===== src/rtl/console_mmio_ctrl_pkg.sv =====
// Shared constants and types for the memory-mapped console controller.
package console_mmio_ctrl_pkg;

   localparam logic [31:0] CONSOLE_ADDR        = 32'h0000_FFFC;
   localparam logic [31:0] CONSOLE_STATUS_ADDR = 32'h0000_FFF8;
   localparam int          CONSOLE_FLUSH_BIT   = 8;
   localparam int          CONSOLE_DEPTH       = 8;

   typedef enum logic [1:0] {
      RUN   = 2'd0,
      FLUSH = 2'd1,
      DONE  = 2'd2
   } console_state_t;

   // Layout of the read-only status word seen by console loads.
   function automatic logic [31:0] status_word(input logic [7:0] count,
                                               input logic       full,
                                               input logic       empty);
      return {16'h0000, count, 6'b00_0000, full, empty};
   endfunction

endpackage


===== src/rtl/console_mmio_ctrl_fifo.sv =====
// First-word fall-through FIFO buffering console characters.
module console_fifo
   import console_mmio_ctrl_pkg::*;
#(
   parameter int WIDTH = 8,
   parameter int DEPTH = CONSOLE_DEPTH
) (
   input  logic                       clk,
   input  logic                       reset,
   input  logic                       push,
   input  logic                       pop,
   input  logic [WIDTH-1:0]           wdata,
   output logic [WIDTH-1:0]           rdata,
   output logic                       full,
   output logic                       empty,
   output logic [$clog2(DEPTH):0]     count
);

   localparam int AW = $clog2(DEPTH);
   localparam int CW = AW + 1;

   logic [WIDTH-1:0] mem_q [DEPTH];
   logic [AW-1:0]    wr_ptr_q, wr_ptr_d;
   logic [AW-1:0]    rd_ptr_q, rd_ptr_d;
   logic [CW-1:0]    count_q, count_d;
   logic             do_push_s, do_pop_s;

   assign full  = (count_q == CW'(DEPTH));
   assign empty = (count_q == {CW{1'b0}});
   assign count = count_q;
   assign rdata = empty ? {WIDTH{1'b0}} : mem_q[rd_ptr_q];

   // A push into a full FIFO is legal only when the head leaves in the same cycle.
   assign do_push_s = push && (!full || do_pop_s);
   assign do_pop_s  = pop && !empty;

   always_comb begin
      wr_ptr_d = wr_ptr_q;
      rd_ptr_d = rd_ptr_q;
      count_d  = count_q;
      if (do_push_s) begin
         wr_ptr_d = wr_ptr_q + AW'(1);
      end else begin
         wr_ptr_d = wr_ptr_q;
      end
      if (do_pop_s) begin
         rd_ptr_d = rd_ptr_q + AW'(1);
      end else begin
         rd_ptr_d = rd_ptr_q;
      end
      case ({do_push_s, do_pop_s})
         2'b10:   count_d = count_q + CW'(1);
         2'b01:   count_d = count_q - CW'(1);
         default: count_d = count_q;
      endcase
   end

   always_ff @(posedge clk or negedge reset) begin
      if (!reset) begin
         wr_ptr_q <= {AW{1'b0}};
         rd_ptr_q <= {AW{1'b0}};
         count_q  <= {CW{1'b0}};
      end else begin
         wr_ptr_q <= wr_ptr_d;
         rd_ptr_q <= rd_ptr_d;
         count_q  <= count_d;
      end
   end

   // Storage array carries no reset; the read port is masked while empty.
   always_ff @(posedge clk) begin
      if (do_push_s) begin
         mem_q[wr_ptr_q] <= wdata;
      end
   end

endmodule


===== src/rtl/console_mmio_ctrl.sv =====
// Console controller on the core data port: char capture, flush handshake,
// overflow stall and a read-only status word.
module console_mmio_ctrl
   import console_mmio_ctrl_pkg::*;
#(
   parameter logic [31:0] CONSOLE_ADDR_P = CONSOLE_ADDR,
   parameter logic [31:0] STATUS_ADDR    = CONSOLE_STATUS_ADDR,
   parameter int          DEPTH          = CONSOLE_DEPTH
) (
   input  logic        clk,
   input  logic        reset,
   input  logic        memwrite,
   input  logic [31:0] dataadr,
   input  logic [31:0] writedata,
   output logic        stall,
   output logic        status_hit,
   output logic [31:0] status_rdata,
   output logic        tx_valid,
   output logic [7:0]  tx_data,
   input  logic        tx_ready
);

   localparam int CW = $clog2(DEPTH) + 1;

   console_state_t state_q, state_d;

   logic          hit_s;
   logic          flush_req_s;
   logic          push_s;
   logic          pop_s;
   logic          stall_full_s;
   logic          full_s;
   logic          empty_s;
   logic [CW-1:0] count_s;
   logic          unused_wdata_s;

   assign hit_s          = memwrite && (dataadr == CONSOLE_ADDR_P);
   assign flush_req_s    = writedata[CONSOLE_FLUSH_BIT];
   assign unused_wdata_s = ^writedata[31:9];

   assign tx_valid     = !empty_s;
   assign pop_s        = tx_valid && tx_ready;
   // tx_ready feeds stall combinationally so a full FIFO can trade a pop for a push.
   assign stall_full_s = hit_s && full_s && !pop_s;
   assign push_s       = hit_s && !stall_full_s && (state_q == RUN) && !flush_req_s;
   assign stall        = stall_full_s || (state_q == FLUSH);

   assign status_hit   = !memwrite && (dataadr == STATUS_ADDR);
   assign status_rdata = status_word(8'(count_s), full_s, empty_s);

   console_fifo #(
      .WIDTH (8),
      .DEPTH (DEPTH)
   ) u_fifo (
      .clk   (clk),
      .reset (reset),
      .push  (push_s),
      .pop   (pop_s),
      .wdata (writedata[7:0]),
      .rdata (tx_data),
      .full  (full_s),
      .empty (empty_s),
      .count (count_s)
   );

   // DONE releases the core for one cycle so the flush store retires without re-arming.
   always_comb begin
      state_d = state_q;
      case (state_q)
         RUN: begin
            if (hit_s && flush_req_s) begin
               state_d = FLUSH;
            end else begin
               state_d = RUN;
            end
         end
         FLUSH: begin
            if (count_s == {CW{1'b0}}) begin
               state_d = DONE;
            end else begin
               state_d = FLUSH;
            end
         end
         DONE:    state_d = RUN;
         default: state_d = RUN;
      endcase
   end

   always_ff @(posedge clk or negedge reset) begin
      if (!reset) begin
         state_q <= RUN;
      end else begin
         state_q <= state_d;
      end
   end

endmodule


===== config.mk =====
export PLATFORM = sky130hd
export DESIGN_NAME = console_mmio_ctrl
export DESIGN_NICKNAME = d
export VERILOG_FILES = /design/src/rtl/console_mmio_ctrl_pkg.sv /design/src/rtl/console_mmio_ctrl_fifo.sv /design/src/rtl/console_mmio_ctrl.sv
export SDC_FILE = /design/constraint.sdc
export NUM_CORES = 1
export LEC_CHECK = 0
export CORE_MARGIN = 8
export CORE_UTILIZATION = 50
export DETAILED_ROUTE_END_ITERATION = 8
export PLACE_DENSITY = 0.93
export SLEW_MARGIN = 20
export SYNTH_ARGS = -nofsm -noshare
export SYNTH_HDL_FRONTEND = slang
export SYNTH_SLANG_ARGS = --single-unit
export TNS_END_PERCENT = 1

===== constraint.sdc =====
create_clock -name clk -period 7.25 [get_ports clk]
set_clock_uncertainty 0.1 [all_clocks]
set_input_delay 2.175 -clock clk [delete_from_list [all_inputs] [get_ports clk]]
set_output_delay 2.175 -clock clk [all_outputs]
set_load 0.02 [all_outputs]

Word-level counts from Yosys, hierarchy flattened
Memories as Yosys holds them, arrays and structs flattened.
Cells that the tools add are included.
Widths: inputs -> output; s select.
{ "word_totals": {"memories": 1, "reg_bits": 12, "mem_bits_rw": 64, "in_bits": 68, "elab_cells": 44} }
{ "classes": {"mux": 7, "addsub": 4, "n_reduce_logical": 22, "eq_ne": 6} }
{ "memory_table": {"columns": ["name", "depth", "width", "read_ports", "rd_ports_with_merged_regs", "wr", "line_no", "rtl"], "rows": [
  ["u_fifo.mem_q", 8, 8, 1, 0, 1, "console_mmio_ctrl_fifo.sv:22", "logic [WIDTH-1:0] mem_q [DEPTH];"]
]} }
{ "op_table": {"columns": ["operator", "count"], "rows": [
  ["$eq 32x16->1 const B", 2],
  ["$logic_and 1x1->1", 11],
  ["$mux 8", 1],
  ["$pmux 4 s2", 1],
  ["$add 3x1->3 const B", 2],
  ["$logic_not 1->1", 6],
  ["$add 4x1->4 const B", 1],
  ["$eq 2x1->1 const B", 2],
  ["$eq 4x4->1 const B", 1],
  ["$logic_not 4->1", 1],
  ["$pmux 2 s2", 1],
  ["$sub 4x1->4 const B", 1],
  ["$mux 1", 3],
  ["$eq 2x2->1 const B", 1],
  ["$logic_not 2->1", 1],
  ["$logic_or 1x1->1", 2],
  ["$mux 2", 1],
  ["$reduce_bool 2->1", 1]
]} }

Longest topological paths before layout
Gate-level depths: netlist of run 1.
{ "logic_depth": {"depth_word": 12, "ltp_mapped": 11} }

By module
A second synthesis of run 1 with hierarchy kept.
{ "unflattened": {"cells_unflattened": 239, "area_unflattened_um2": 3602.2} }
{ "by_module_without_submodules": {"columns": ["module", "cells_each", "area_each_um2", "n_inst"], "rows": [
  ["console_fifo", 182, 3165.5, 1],
  ["console_mmio_ctrl", 57, 436.7, 1]
]} }

Least setup slack after synthesis of run 1
OpenSTA, ideal clock, no wires.
{ "synth_timing": {"path_type": "input port to output port", "from": "input port dataadr[1]", "to": "output port status_hit", "path_slack_ns": 1.580, "arrival_time_ns": 3.395, "stages": 4, "path_cell_list": "nor4b_2 -> nand4_1 -> nor3_1 -> nor3b_1"} }
{ "synth_between": {"elab_chain_len": 2} }
{ "synth_lines": {"columns": ["item", "line_no", "rtl"], "rows": [
  ["from (decl)", "console_mmio_ctrl.sv:13", "input logic [31:0] dataadr,"],
  ["$eq 32x16->1", "console_mmio_ctrl.sv:48", "assign status_hit = !memwrite && (dataadr == STATUS_ADDR);"],
  ["$logic_and 1x1->1", "console_mmio_ctrl.sv:48", null],
  ["to (decl)", "console_mmio_ctrl.sv:16", "output logic status_hit,"]
]} }
Every way passes these cells.

Final worst setup path of run 1
Ends and elaborated chain as after synthesis.

==> qor.log, run 1 <==
qor: global_routing.antenna_found_initial 0
qor: worst_setup_path.cpMaxStageDelayCell sky130_fd_sc_hd__clkdlybuf4s50_1
qor: worst_setup_path.critical_path_buf_inv_count 2
qor: sta.setup_slack 0.702 ns
qor: final_layout.final_nets 354
qor: worst_setup_path.worstReg2RegEnd u_fifo.mem_q[6][6]$_DFFE_PP_
qor: synthesis.synthArstFlopShare 15.8%
qor: floorplan.design.core.area 0.00676 mm2
qor: synthesis.synth_top_cell_area_share 55.2%
qor: route.drt-total-wl 6960 um
qor: worst_setup_path.r2r.worst_path.cells 5
qor: pwr.switching_share_of_power 22.6%
qor: worst_setup_path.rrSetupSlack 4.39 ns
qor: final_layout.multi_input_comb_area 0.00110 mm2
qor: global_routing.overflow 0
qor: floorplan.row_count 30
qor: floorplan.floorplan.initialDensity 51.5%
qor: synthesis.synth-main-ff-cell sky130_fd_sc_hd__edfxtp_1
qor: clock_tree.cts_tree built
qor: sta.totalNegativeSetupSlack 0 ns
qor: synthesis.synthesis.yosys.warnings 0
qor: route.detail-route-antenna-nets 0
qor: synthesis.synth_sequential_area_ratio 63.8%
qor: synthesis.post_synth_instance_area 0.00348 mm2
qor: clock_tree.cts.repair_timing.setup_buffer_count 0
qor: placed_design.routabilityCongestion 0.808
qor: sta.finalMaxSlewViolations 0
qor: clock_tree.tritoncts_num_sinks 76
qor: placed_design.port_buffers 61
qor: clock_tree.cts.htree.levels 3
qor: sta.report.final.hold_viol_count 0
qor: pwr.peak_supply_drop 155 uV
qor: synthesis.number_of_distinct_library_cells_after_synthesis 42
qor: clock_tree.cts_hold_repair_buffers 0
qor: clock_tree.source_to_sink_clock_delay_at_the_later_pin_of_the_worst_skew_pair 0.34 ns
qor: clock_tree.ctsResizeCount 0
qor: global_routing.track_usage 14.4%
qor: floorplan.fp.dieArea 0.00989 mm2
qor: floorplan.die_height 99.4 um
qor: sta.worst-slew-pin-transition 0.893 ns
qor: worst_setup_path.arrival 4.27 ns
qor: sta.max-slew-margin-rel 40.0%
qor: worst_setup_path.crit_required 4.97 ns
qor: placed_design.detailed_place.area 0.00408 mm2
qor: synthesis.syn_avg_cell_area 16.3 um2
qor: clock_tree.path_clk_slew 0.07 ns
qor: final_layout.ff_latch_area 0.00222 mm2
qor: route.remaining_drc_errors 0
qor: worst_setup_path.regToRegStartpoint u_fifo.count[1]$_DFFE_PN0P_
qor: worst_setup_path.timing.critical_path.mode_cell sky130_fd_sc_hd__clkdlybuf4s50_1
qor: hold_path.min_delay_worst_endpoint u_fifo.count[3]$_DFFE_PN0P_
qor: pwr.p_leak 1.50 nW
qor: worst_setup_path.timing.critical_path.max_delay_family buffers and inverters
qor: hold_path.critical_hold_path_startpoint u_fifo.count[3]$_DFFE_PN0P_
qor: synthesis.post_synth_inst_count 213
qor: hold_path.hold_path_depth 1
qor: clock_tree.cts_max_path_buffers 2
qor: placed_design.cell_count_post_placement 350
qor: synthesis.post_synth_main_area_contributors sky130_fd_sc_hd__edfxtp_1 (55%), sky130_fd_sc_hd__mux4_2 (10%), sky130_fd_sc_hd__dfrtp_1 (8.6%)
qor: worst_setup_path.critical_path.endpoint_type output pin
qor: final_layout.area_growth 22.8%
qor: final_layout.finalCoreUtilization 63.2%
qor: clock_tree.root_buffer sky130_fd_sc_hd__clkbuf_8
qor: sta.final_period_minus_worst_setup_slack 6.55 ns
qor: route.dr.pass1.iters 4
qor: sta.layout_worst_path_cycle_share 90.3%
qor: pwr.clkPwrFrac 33.4%
qor: pwr.pwr_total 0.885 mW
qor: hold_path.holdCritPathClass flip-flop to flip-flop
qor: worst_setup_path.maximum_fanout_along_the_worst_path 3
qor: pwr.power-per-cell-area 207 mW/mm2
qor: final_layout.antenna_diode_count 0
qor: route.drt-initial-drc-count 161
qor: final_layout.final_cell_area 0.00427 mm2
qor: final_layout.num-fill-cells 461
qor: pwr.net-switching-power 0.200 mW
qor: run_status.run_status complete, no violations
qor: worst_setup_path.worstSetupPathType input port to output pin
qor: worst_setup_path.cp-start-kind input port
qor: synthesis.most_area_hungry_cell_type_in_the_yosys_netlist sky130_fd_sc_hd__edfxtp_1
qor: final_layout.layout_commonest_cell sky130_fd_sc_hd__edfxtp_1
qor: worst_setup_path.max_stage_delay 0.65 ns
qor: worst_setup_path.worstPathCellList clkdlybuf4s50_1 -> nor4b_2 -> nand4_1 -> nor3_1 -> nor3b_1 -> clkdlybuf4s50_1
qor: final_layout.layout_common_cells sky130_fd_sc_hd__edfxtp_1 (64), sky130_fd_sc_hd__clkdlybuf4s50_1 (61), sky130_fd_sc_hd__conb_1 (26)
qor: final_layout.final_cells 364
qor: synthesis.synth_enable_flop_cells 64
qor: placed_design.preCtsSetupSlack 0.697 ns
qor: route.routed_via_density 5.36
qor: final_layout.final_layout_size_suffix_gt1_share 15.1%
qor: job.max-cap-violations 0
qor: sta.clock.fmax 153 MHz
qor: sta.report.final.setup_viol 0
qor: route.routedWlPerCell 19.1 um
qor: synthesis.yosys_register_bits 76
qor: pwr.p_int 0.685 mW
qor: sta.grt_setup_unrepaired false
qor: route.route.vias.total 1952
qor: floorplan.floorplan.io_pins 111
qor: placed_design.dp_hpwl 4990 um
qor: clock_tree.cts_buffers 9
qor: pwr.seq_power_share 54.9%
qor: sta.hold_ws 0.414 ns
qor: floorplan.chipWidth 99.4 um
qor: global_routing.grt_pass1_vias 2015
qor: pwr.combinational_power_share 11.7%
qor: global_routing.maximum_number_of_pins_on_one_net_before_global_route_repair 19
qor: global_routing.grt_first_pass_wirelength 10500 um
==> cells in the mapped netlist, types with 2 or more instances <==
cell,count
sky130_fd_sc_hd__xor2_1,4
sky130_fd_sc_hd__mux4_2,16
sky130_fd_sc_hd__buf_2,2
sky130_fd_sc_hd__xnor2_1,5
sky130_fd_sc_hd__nand2_1,4
sky130_fd_sc_hd__a21oi_1,2
sky130_fd_sc_hd__mux2_2,3
sky130_fd_sc_hd__mux2i_1,8
sky130_fd_sc_hd__nand3_1,2
sky130_fd_sc_hd__buf_1,2
sky130_fd_sc_hd__nand2b_1,4
sky130_fd_sc_hd__nor3_1,6
sky130_fd_sc_hd__dfrtp_1,12
sky130_fd_sc_hd__nor2_1,10
sky130_fd_sc_hd__clkbuf_1,2
sky130_fd_sc_hd__ha_1,5
sky130_fd_sc_hd__inv_1,3
sky130_fd_sc_hd__edfxtp_1,64
sky130_fd_sc_hd__and4_1,2
sky130_fd_sc_hd__nor4b_2,2
sky130_fd_sc_hd__nor4_1,6
sky130_fd_sc_hd__buf_4,28
sky130_fd_sc_hd__nand3b_1,2
==> power by group through the flow <==
stage                     sequential (mW)  combinational, mW  clock (mW)
final                               0.486              0.103       0.296
after global routing                0.488              0.110       0.316
after CTS                           0.487              0.104       0.302
after detailed placement            0.496              0.103           0
after global placement              0.496              0.100           0
after floorplan                     0.488             0.0737           0
==> layout make-up <==
cell class              count  share of cell area, %
clock buffers               9                   2.90
clock inverters             5                   1.29
inverters                   4                  0.351
multi-input cells         123                   25.7
flip-flops and latches     76                   52.0
well taps                  80                   2.34
repair buffers             67                   15.3
==> how the worst max path moves through the flow <==
stage                           from          to  depth (start not counted)
after detailed placement  dataadr[1]  status_hit                          6
final                     dataadr[1]  status_hit                          6
after floorplan           dataadr[1]  status_hit                          4
after global routing      dataadr[0]  status_hit                          6
after global placement    dataadr[1]  status_hit                          6
after CTS                 dataadr[1]  status_hit                          6
==> cell families after synthesis <==
family          after synthesis  synth area share [%]
other cells                   1                 0.108
flops                        76                  63.8
xor+xnor                      9                  2.26
fa+ha+maj                     5                  1.80
buf+inv                      39                  7.51
mux                          27                  13.6
compound gates                7                  1.44
simple gates                 49                  9.42
==> sequential cells by signal (all words and copies together), names as in the netlist <==
signal and flops:
u_fifo.wr_ptr_q 3, u_fifo.mem_q 64, state_q 2, u_fifo.rd_ptr_q 3, u_fifo.count 4
==> per-layer routing <==
metal  share of wire [%]  vias to the layer above  global-route usage [%]
met1                  39                      937                    15.6
met3                 7.9                       12                    3.77
li1                    -                      909                       -
met5                   0                        -                       0
met4                 2.3                        0                    8.85
met2                  51                       94                    24.7
(Power assumes the default switching activity.)
==> run 2: changes to the inputs <==
--- a/config.mk
+++ b/config.mk
@@ -5,10 +5,12 @@
 export SDC_FILE = /design/constraint.sdc
 export NUM_CORES = 1
 export LEC_CHECK = 0
+export CELL_PAD_IN_SITES_DETAIL_PLACEMENT = 1
+export CELL_PAD_IN_SITES_GLOBAL_PLACEMENT = 1
 export CORE_MARGIN = 8
-export CORE_UTILIZATION = 50
+export CORE_UTILIZATION = 40
 export DETAILED_ROUTE_END_ITERATION = 8
-export PLACE_DENSITY = 0.93
+export PLACE_DENSITY = 0.92
 export SLEW_MARGIN = 20
 export SYNTH_ARGS = -nofsm -noshare
 export SYNTH_HDL_FRONTEND = slang
==> qor.log, run 2 (synthesis results as in run 1) <==
qor: route.routed_via_density 5.06
qor: global_routing.track_usage 13.9%
qor: pwr.p_int 0.653 mW
qor: pwr.seq_power_share 56.3%
qor: clock_tree.cts_tree built
qor: global_routing.antenna_found_initial 0
qor: worst_setup_path.r2r.worst_path.cells 10
qor: hold_path.holdCritPathClass flip-flop to flip-flop
qor: floorplan.design.core.area 0.00859 mm2
qor: route.route.vias.total 1994
qor: final_layout.layout_common_cells sky130_fd_sc_hd__edfxtp_1 (64), sky130_fd_sc_hd__clkdlybuf4s50_1 (61), sky130_fd_sc_hd__conb_1 (26)
qor: clock_tree.tritoncts_num_sinks 76
qor: placed_design.dp_hpwl 6020 um
qor: clock_tree.cts.repair_timing.setup_buffer_count 0
qor: final_layout.antenna_diode_count 0
qor: placed_design.preCtsSetupSlack 0.640 ns
qor: worst_setup_path.worstSetupPathType input port to output pin
qor: route.routedWlPerCell 20.8 um
qor: global_routing.grt_first_pass_wirelength 12000 um
qor: floorplan.die_height 109 um
qor: floorplan.fp.dieArea 0.0119 mm2
qor: floorplan.row_count 34
qor: clock_tree.cts_buffers 9
qor: clock_tree.path_clk_slew 0.08 ns
qor: sta.finalMaxSlewViolations 0
qor: floorplan.floorplan.io_pins 111
qor: final_layout.largest_reg_flops 64
qor: floorplan.floorplan.initialDensity 40.5%
qor: clock_tree.source_to_sink_clock_delay_at_the_later_pin_of_the_worst_skew_pair 0.34 ns
qor: sta.worst-slew-pin-transition 0.826 ns
qor: clock_tree.cts_hold_repair_buffers 0
qor: route.drt-total-wl 8190 um
qor: final_layout.layout_commonest_cell sky130_fd_sc_hd__edfxtp_1
qor: route.dr.pass1.iters 3
qor: placed_design.routabilityCongestion 0.694
qor: final_layout.final_cells 394
qor: final_layout.ff_latch_area 0.00222 mm2
qor: global_routing.grt_pass1_vias 2129
qor: final_layout.area_growth 23.4%
qor: sta.report.final.hold_viol_count 0
qor: worst_setup_path.crit_required 4.97 ns
qor: placed_design.cell_count_post_placement 378
qor: final_layout.final_layout_size_suffix_gt1_share 15.7%
qor: worst_setup_path.cp-start-kind input port
qor: pwr.net-switching-power 0.212 mW
qor: sta.setup_slack 0.675 ns
qor: worst_setup_path.maximum_fanout_along_the_worst_path 3
qor: final_layout.num-fill-cells 847
qor: sta.clock.fmax 152 MHz
qor: pwr.switching_share_of_power 24.5%
qor: route.drt-initial-drc-count 88
qor: hold_path.hold_path_depth 1
qor: final_layout.finalCoreUtilization 50.0%
qor: sta.max-slew-margin-rel 45.0%
qor: final_layout.multi_input_comb_area 0.00110 mm2
qor: pwr.combinational_power_share 12.1%
qor: run_status.run_status complete, no violations
qor: pwr.p_leak 1.50 nW
qor: pwr.power-per-cell-area 201 mW/mm2
qor: final_layout.regMostFlops u_fifo.mem_q
qor: floorplan.chipWidth 109 um
qor: pwr.clkPwrFrac 31.7%
qor: global_routing.overflow 0
qor: sta.report.final.setup_viol 0
qor: job.max-cap-violations 0
qor: sta.grt_setup_unrepaired false
qor: clock_tree.cts.htree.levels 3
qor: global_routing.maximum_number_of_pins_on_one_net_before_global_route_repair 19
qor: worst_setup_path.critical_path.endpoint_type output pin
qor: sta.layout_worst_path_cycle_share 90.7%
qor: sta.totalNegativeSetupSlack 0 ns
qor: route.detail-route-antenna-nets 0
qor: sta.final_period_minus_worst_setup_slack 6.57 ns
qor: placed_design.port_buffers 61
qor: pwr.peak_supply_drop 109 uV
qor: route.remaining_drc_errors 0
qor: clock_tree.root_buffer sky130_fd_sc_hd__clkbuf_8
qor: pwr.pwr_total 0.865 mW
qor: worst_setup_path.arrival 4.30 ns
qor: final_layout.final_nets 354
qor: clock_tree.ctsResizeCount 0
qor: clock_tree.cts_max_path_buffers 2
run 2: changes by cell type in the layout (fill, tap and decap cells not counted), sizes merged:
cell / delta
clkinv: +3
bufinv: -1
run 2: cell type report:
class | count | area share, %
sequential | 76 | 51.7
multi-input combinational | 123 | 25.6
timing repair buffer | 67 | 15.3
tap | 108 | 3.15
clock buffer | 9 | 2.88
clock inverter | 7 | 1.02
inverter | 4 | 0.349
run 2: through the flow:
step	instance area, um2	hold slack, ns
final	4300	0.425
after detailed placement	4120	0.426
after floorplan	3570	0.425
after CTS	4290	0.433
after global routing	4300	0.443
after global placement	4120	0.391
run 2: worst paths after layout:
| kind | to | start | slack [ns] |
|---|---|---|---|
| setup / recovery | status_hit | dataadr[0] | 0.68 |
| hold / removal | u_fifo.count[3]$_DFFE_PN0P_ | u_fifo.count[3]$_DFFE_PN0P_ | 0.42 |
| setup reg to reg | u_fifo.count[2]$_DFFE_PN0P_ | u_fifo.count[1]$_DFFE_PN0P_ | 4.28 |
| hold reg to reg | u_fifo.count[3]$_DFFE_PN0P_ | u_fifo.count[3]$_DFFE_PN0P_ | 0.42 |
| max in group asynchronous | u_fifo.rd_ptr_q[0]$_DFFE_PN0P_ | reset | 4.58 |
| min in group asynchronous | u_fifo.wr_ptr_q[0]$_DFFE_PN0P_ | reset | 2.08 |
run 2: routing by layer:
metal	wire length, um	track usage (%)	part of all wire [%]	vias to the layer above
met4	66	3.76	0.81	0
met2	4120	24.8	50	80
met3	707	4.43	8.6	7
met1	3290	15.5	40	999
li1	-	-	-	908
met5	0	0	0	-
run 2: critical path: stages:
cell	delay, ns
sky130_fd_sc_hd__clkdlybuf4s50_1	0.43
sky130_fd_sc_hd__nor4b_2	0.25
sky130_fd_sc_hd__nand4_1	0.20
sky130_fd_sc_hd__nor3_1	0.34
sky130_fd_sc_hd__nor3b_1	0.25
sky130_fd_sc_hd__clkdlybuf4s50_1	0.65
run 2: power groups by stage:
stage	clock (mW)	combinational (mW)	sequential, mW
2_1_floorplan	0	0.0737	0.488
3_3_place_gp	0	0.102	0.496
3_5_place_dp	0	0.105	0.497
4_1_cts	0.281	0.105	0.487
5_1_grt	0.297	0.111	0.488
6_report	0.274	0.104	0.486
==> run 3: changes to the inputs <==
--- a/config.mk
+++ b/config.mk
@@ -7,10 +7,10 @@
 export LEC_CHECK = 0
 export CELL_PAD_IN_SITES_DETAIL_PLACEMENT = 1
 export CELL_PAD_IN_SITES_GLOBAL_PLACEMENT = 1
-export CORE_MARGIN = 8
-export CORE_UTILIZATION = 40
+export CORE_UTILIZATION = 42
+export CTS_BUF_LIST = sky130_fd_sc_hd__clkbuf_2
 export DETAILED_ROUTE_END_ITERATION = 8
-export PLACE_DENSITY = 0.92
+export PLACE_DENSITY = 0.95
 export SLEW_MARGIN = 20
 export SYNTH_ARGS = -nofsm -noshare
 export SYNTH_HDL_FRONTEND = slang
==> qor.log, run 3 (synthesis results as in run 1) <==
qor: run_status.run_status complete, no violations
qor: global_routing.maximum_number_of_pins_on_one_net_before_global_route_repair 19
qor: final_layout.multi_input_comb_area 0.00110 mm2
qor: placed_design.port_buffers 61
qor: pwr.power-per-cell-area 189 mW/mm2
qor: final_layout.regMostFlops u_fifo.mem_q
qor: sta.clock.fmax 151 MHz
qor: route.dr.pass1.iters 4
qor: worst_setup_path.arrival 4.36 ns
qor: clock_tree.ctsResizeCount 0
qor: hold_path.critical_hold_path_startpoint u_fifo.count[3]$_DFFE_PN0P_
qor: sta.totalNegativeSetupSlack 0 ns
qor: pwr.p_leak 1.46 nW
qor: sta.report.final.setup_viol 0
qor: worst_setup_path.timing.critical_path.mode_cell sky130_fd_sc_hd__clkdlybuf4s50_1
qor: global_routing.grt_pass1_vias 2190
qor: placed_design.dp_hpwl 5520 um
qor: worst_setup_path.worstSetupPathType input port to output pin
qor: pwr.pwr_total 0.801 mW
qor: worst_setup_path.crit_path_start dataadr[24]
qor: pwr.net-switching-power 0.220 mW
qor: clock_tree.cts_buffers 9
qor: sta.max-slew-margin-rel 47.0%
qor: global_routing.overflow 0
qor: worst_setup_path.cpMaxStageDelayCell sky130_fd_sc_hd__clkdlybuf4s50_1
qor: worst_setup_path.critical_path.endpoint_type output pin
qor: clock_tree.path_clk_slew 0.20 ns
qor: final_layout.final_layout_size_suffix_gt1_share 16.1%
qor: clock_tree.cts_tree built
qor: floorplan.fp.dieArea 0.00866 mm2
qor: sta.finalMaxSlewViolations 0
qor: sta.grt_setup_unrepaired false
qor: sta.final_period_minus_worst_setup_slack 6.63 ns
qor: final_layout.final_nets 354
qor: worst_setup_path.regToRegStartpoint u_fifo.count[1]$_DFFE_PN0P_
qor: clock_tree.cts.htree.levels 3
qor: route.route.vias.total 2031
qor: pwr.switching_share_of_power 27.5%
qor: route.drt-total-wl 7670 um
qor: floorplan.die_height 93.0 um
qor: route.routedWlPerCell 19.8 um
qor: clock_tree.tritoncts_num_sinks 76
qor: final_layout.ff_latch_area 0.00222 mm2
qor: pwr.p_int 0.581 mW
qor: placed_design.cell_count_post_placement 372
qor: final_layout.area_growth 21.4%
qor: global_routing.antenna_found_initial 0
qor: global_routing.track_usage 19.5%
qor: clock_tree.cts_max_path_buffers 2
qor: route.detail-route-antenna-nets 0
qor: sta.layout_worst_path_cycle_share 91.5%
qor: worst_setup_path.critical_path_buf_inv_count 2
qor: hold_path.holdCritPathClass flip-flop to flip-flop
qor: floorplan.row_count 32
qor: clock_tree.root_buffer sky130_fd_sc_hd__clkbuf_2
qor: sta.hold_ws 0.451 ns
qor: final_layout.antenna_diode_count 0
qor: pwr.combinational_power_share 13.0%
qor: placed_design.routabilityCongestion 0.705
qor: worst_setup_path.worstPathCellList clkdlybuf4s50_1 -> nor4_1 -> nand3_1 -> nor3_1 -> nor3b_1 -> clkdlybuf4s50_1
qor: worst_setup_path.timing.critical_path.max_delay_family simple AND/OR/NAND/NOR gates
qor: worst_setup_path.cp-start-kind input port
qor: worst_setup_path.max_stage_delay 0.64 ns
qor: worst_setup_path.maximum_fanout_along_the_worst_path 3
qor: final_layout.layout_common_cells sky130_fd_sc_hd__edfxtp_1 (64), sky130_fd_sc_hd__clkdlybuf4s50_1 (61), sky130_fd_sc_hd__conb_1 (26)
qor: final_layout.finalCoreUtilization 53.6%
qor: clock_tree.cts_hold_repair_buffers 0
qor: worst_setup_path.crit_required 4.97 ns
qor: final_layout.layout_commonest_cell sky130_fd_sc_hd__edfxtp_1
qor: floorplan.floorplan.io_pins 111
qor: sta.worst-slew-pin-transition 0.795 ns
qor: floorplan.floorplan.initialDensity 44.1%
qor: final_layout.largest_reg_flops 64
qor: pwr.peak_supply_drop 119 uV
qor: clock_tree.source_to_sink_clock_delay_at_the_later_pin_of_the_worst_skew_pair 0.52 ns
qor: job.max-cap-violations 0
qor: sta.report.final.hold_viol_count 0
qor: global_routing.grt_first_pass_wirelength 12000 um
qor: worst_setup_path.rrSetupSlack 4.23 ns
qor: clock_tree.cts.repair_timing.setup_buffer_count 0
qor: floorplan.chipWidth 93.0 um
qor: route.remaining_drc_errors 0
qor: pwr.seq_power_share 60.8%
qor: route.drt-initial-drc-count 91
qor: final_layout.final_cells 388
qor: route.routed_via_density 5.23
qor: final_layout.num-fill-cells 775
qor: floorplan.design.core.area 0.00789 mm2
qor: pwr.clkPwrFrac 26.1%
[run 3: cell count changes in the layout (fill, tap and decap cells not counted), sizes merged]
| cell | before | now |
|---|---|---|
| clkinv | 7 | 1 |
| clkinvlp | 1 | 4 |
| inv | 3 | 6 |
[run 3: cell type report]
| class | instances | share of cell area (%) |
|---|---|---|
| timing repair buffer | 67 | 15.5 |
| tap | 102 | 3.02 |
| clock inverter | 7 | 1.39 |
| clock buffer | 9 | 1.07 |
| sequential | 76 | 52.6 |
| inverter | 4 | 0.355 |
| multi-input combinational | 123 | 26.0 |
[run 3: power by group through the flow]
| stage | registers [mW] | logic [mW] | clock network [mW] |
|---|---|---|---|
| after floorplan | 0.488 | 0.0737 | 0 |
| after global placement | 0.496 | 0.101 | 0 |
| after detailed placement | 0.497 | 0.105 | 0 |
| final | 0.487 | 0.104 | 0.209 |
| after global routing | 0.489 | 0.112 | 0.232 |
| after CTS | 0.487 | 0.106 | 0.217 |
[run 3: layer usage]
layer	vias up	wire [um]	global-route usage, %
li1	907	-	-
met1	1025	3050	22.1
met2	85	4080	35.4
met3	14	369	3.58
met4	0	175	8.85
met5	-	0	0
[run 3: worst paths after layout]
path	to	cells past startpoint
max reg2reg	u_fifo.count[2]$_DFFE_PN0P_	10
min in group asynchronous	u_fifo.rd_ptr_q[2]$_DFFE_PN0P_	1
max in group asynchronous	u_fifo.rd_ptr_q[0]$_DFFE_PN0P_	1
max	status_hit	6
min reg2reg	u_fifo.count[3]$_DFFE_PN0P_	1
min	u_fifo.count[3]$_DFFE_PN0P_	1
[run 3: through the flow]
step / setup slack (ns) / cell area [um2]
after CTS: 0.574 / 4220
after global routing: 0.520 / 4230
after detailed placement: 0.590 / 4120
after global placement: 0.700 / 4110
after floorplan: 1.58 / 3570
final: 0.617 / 4230
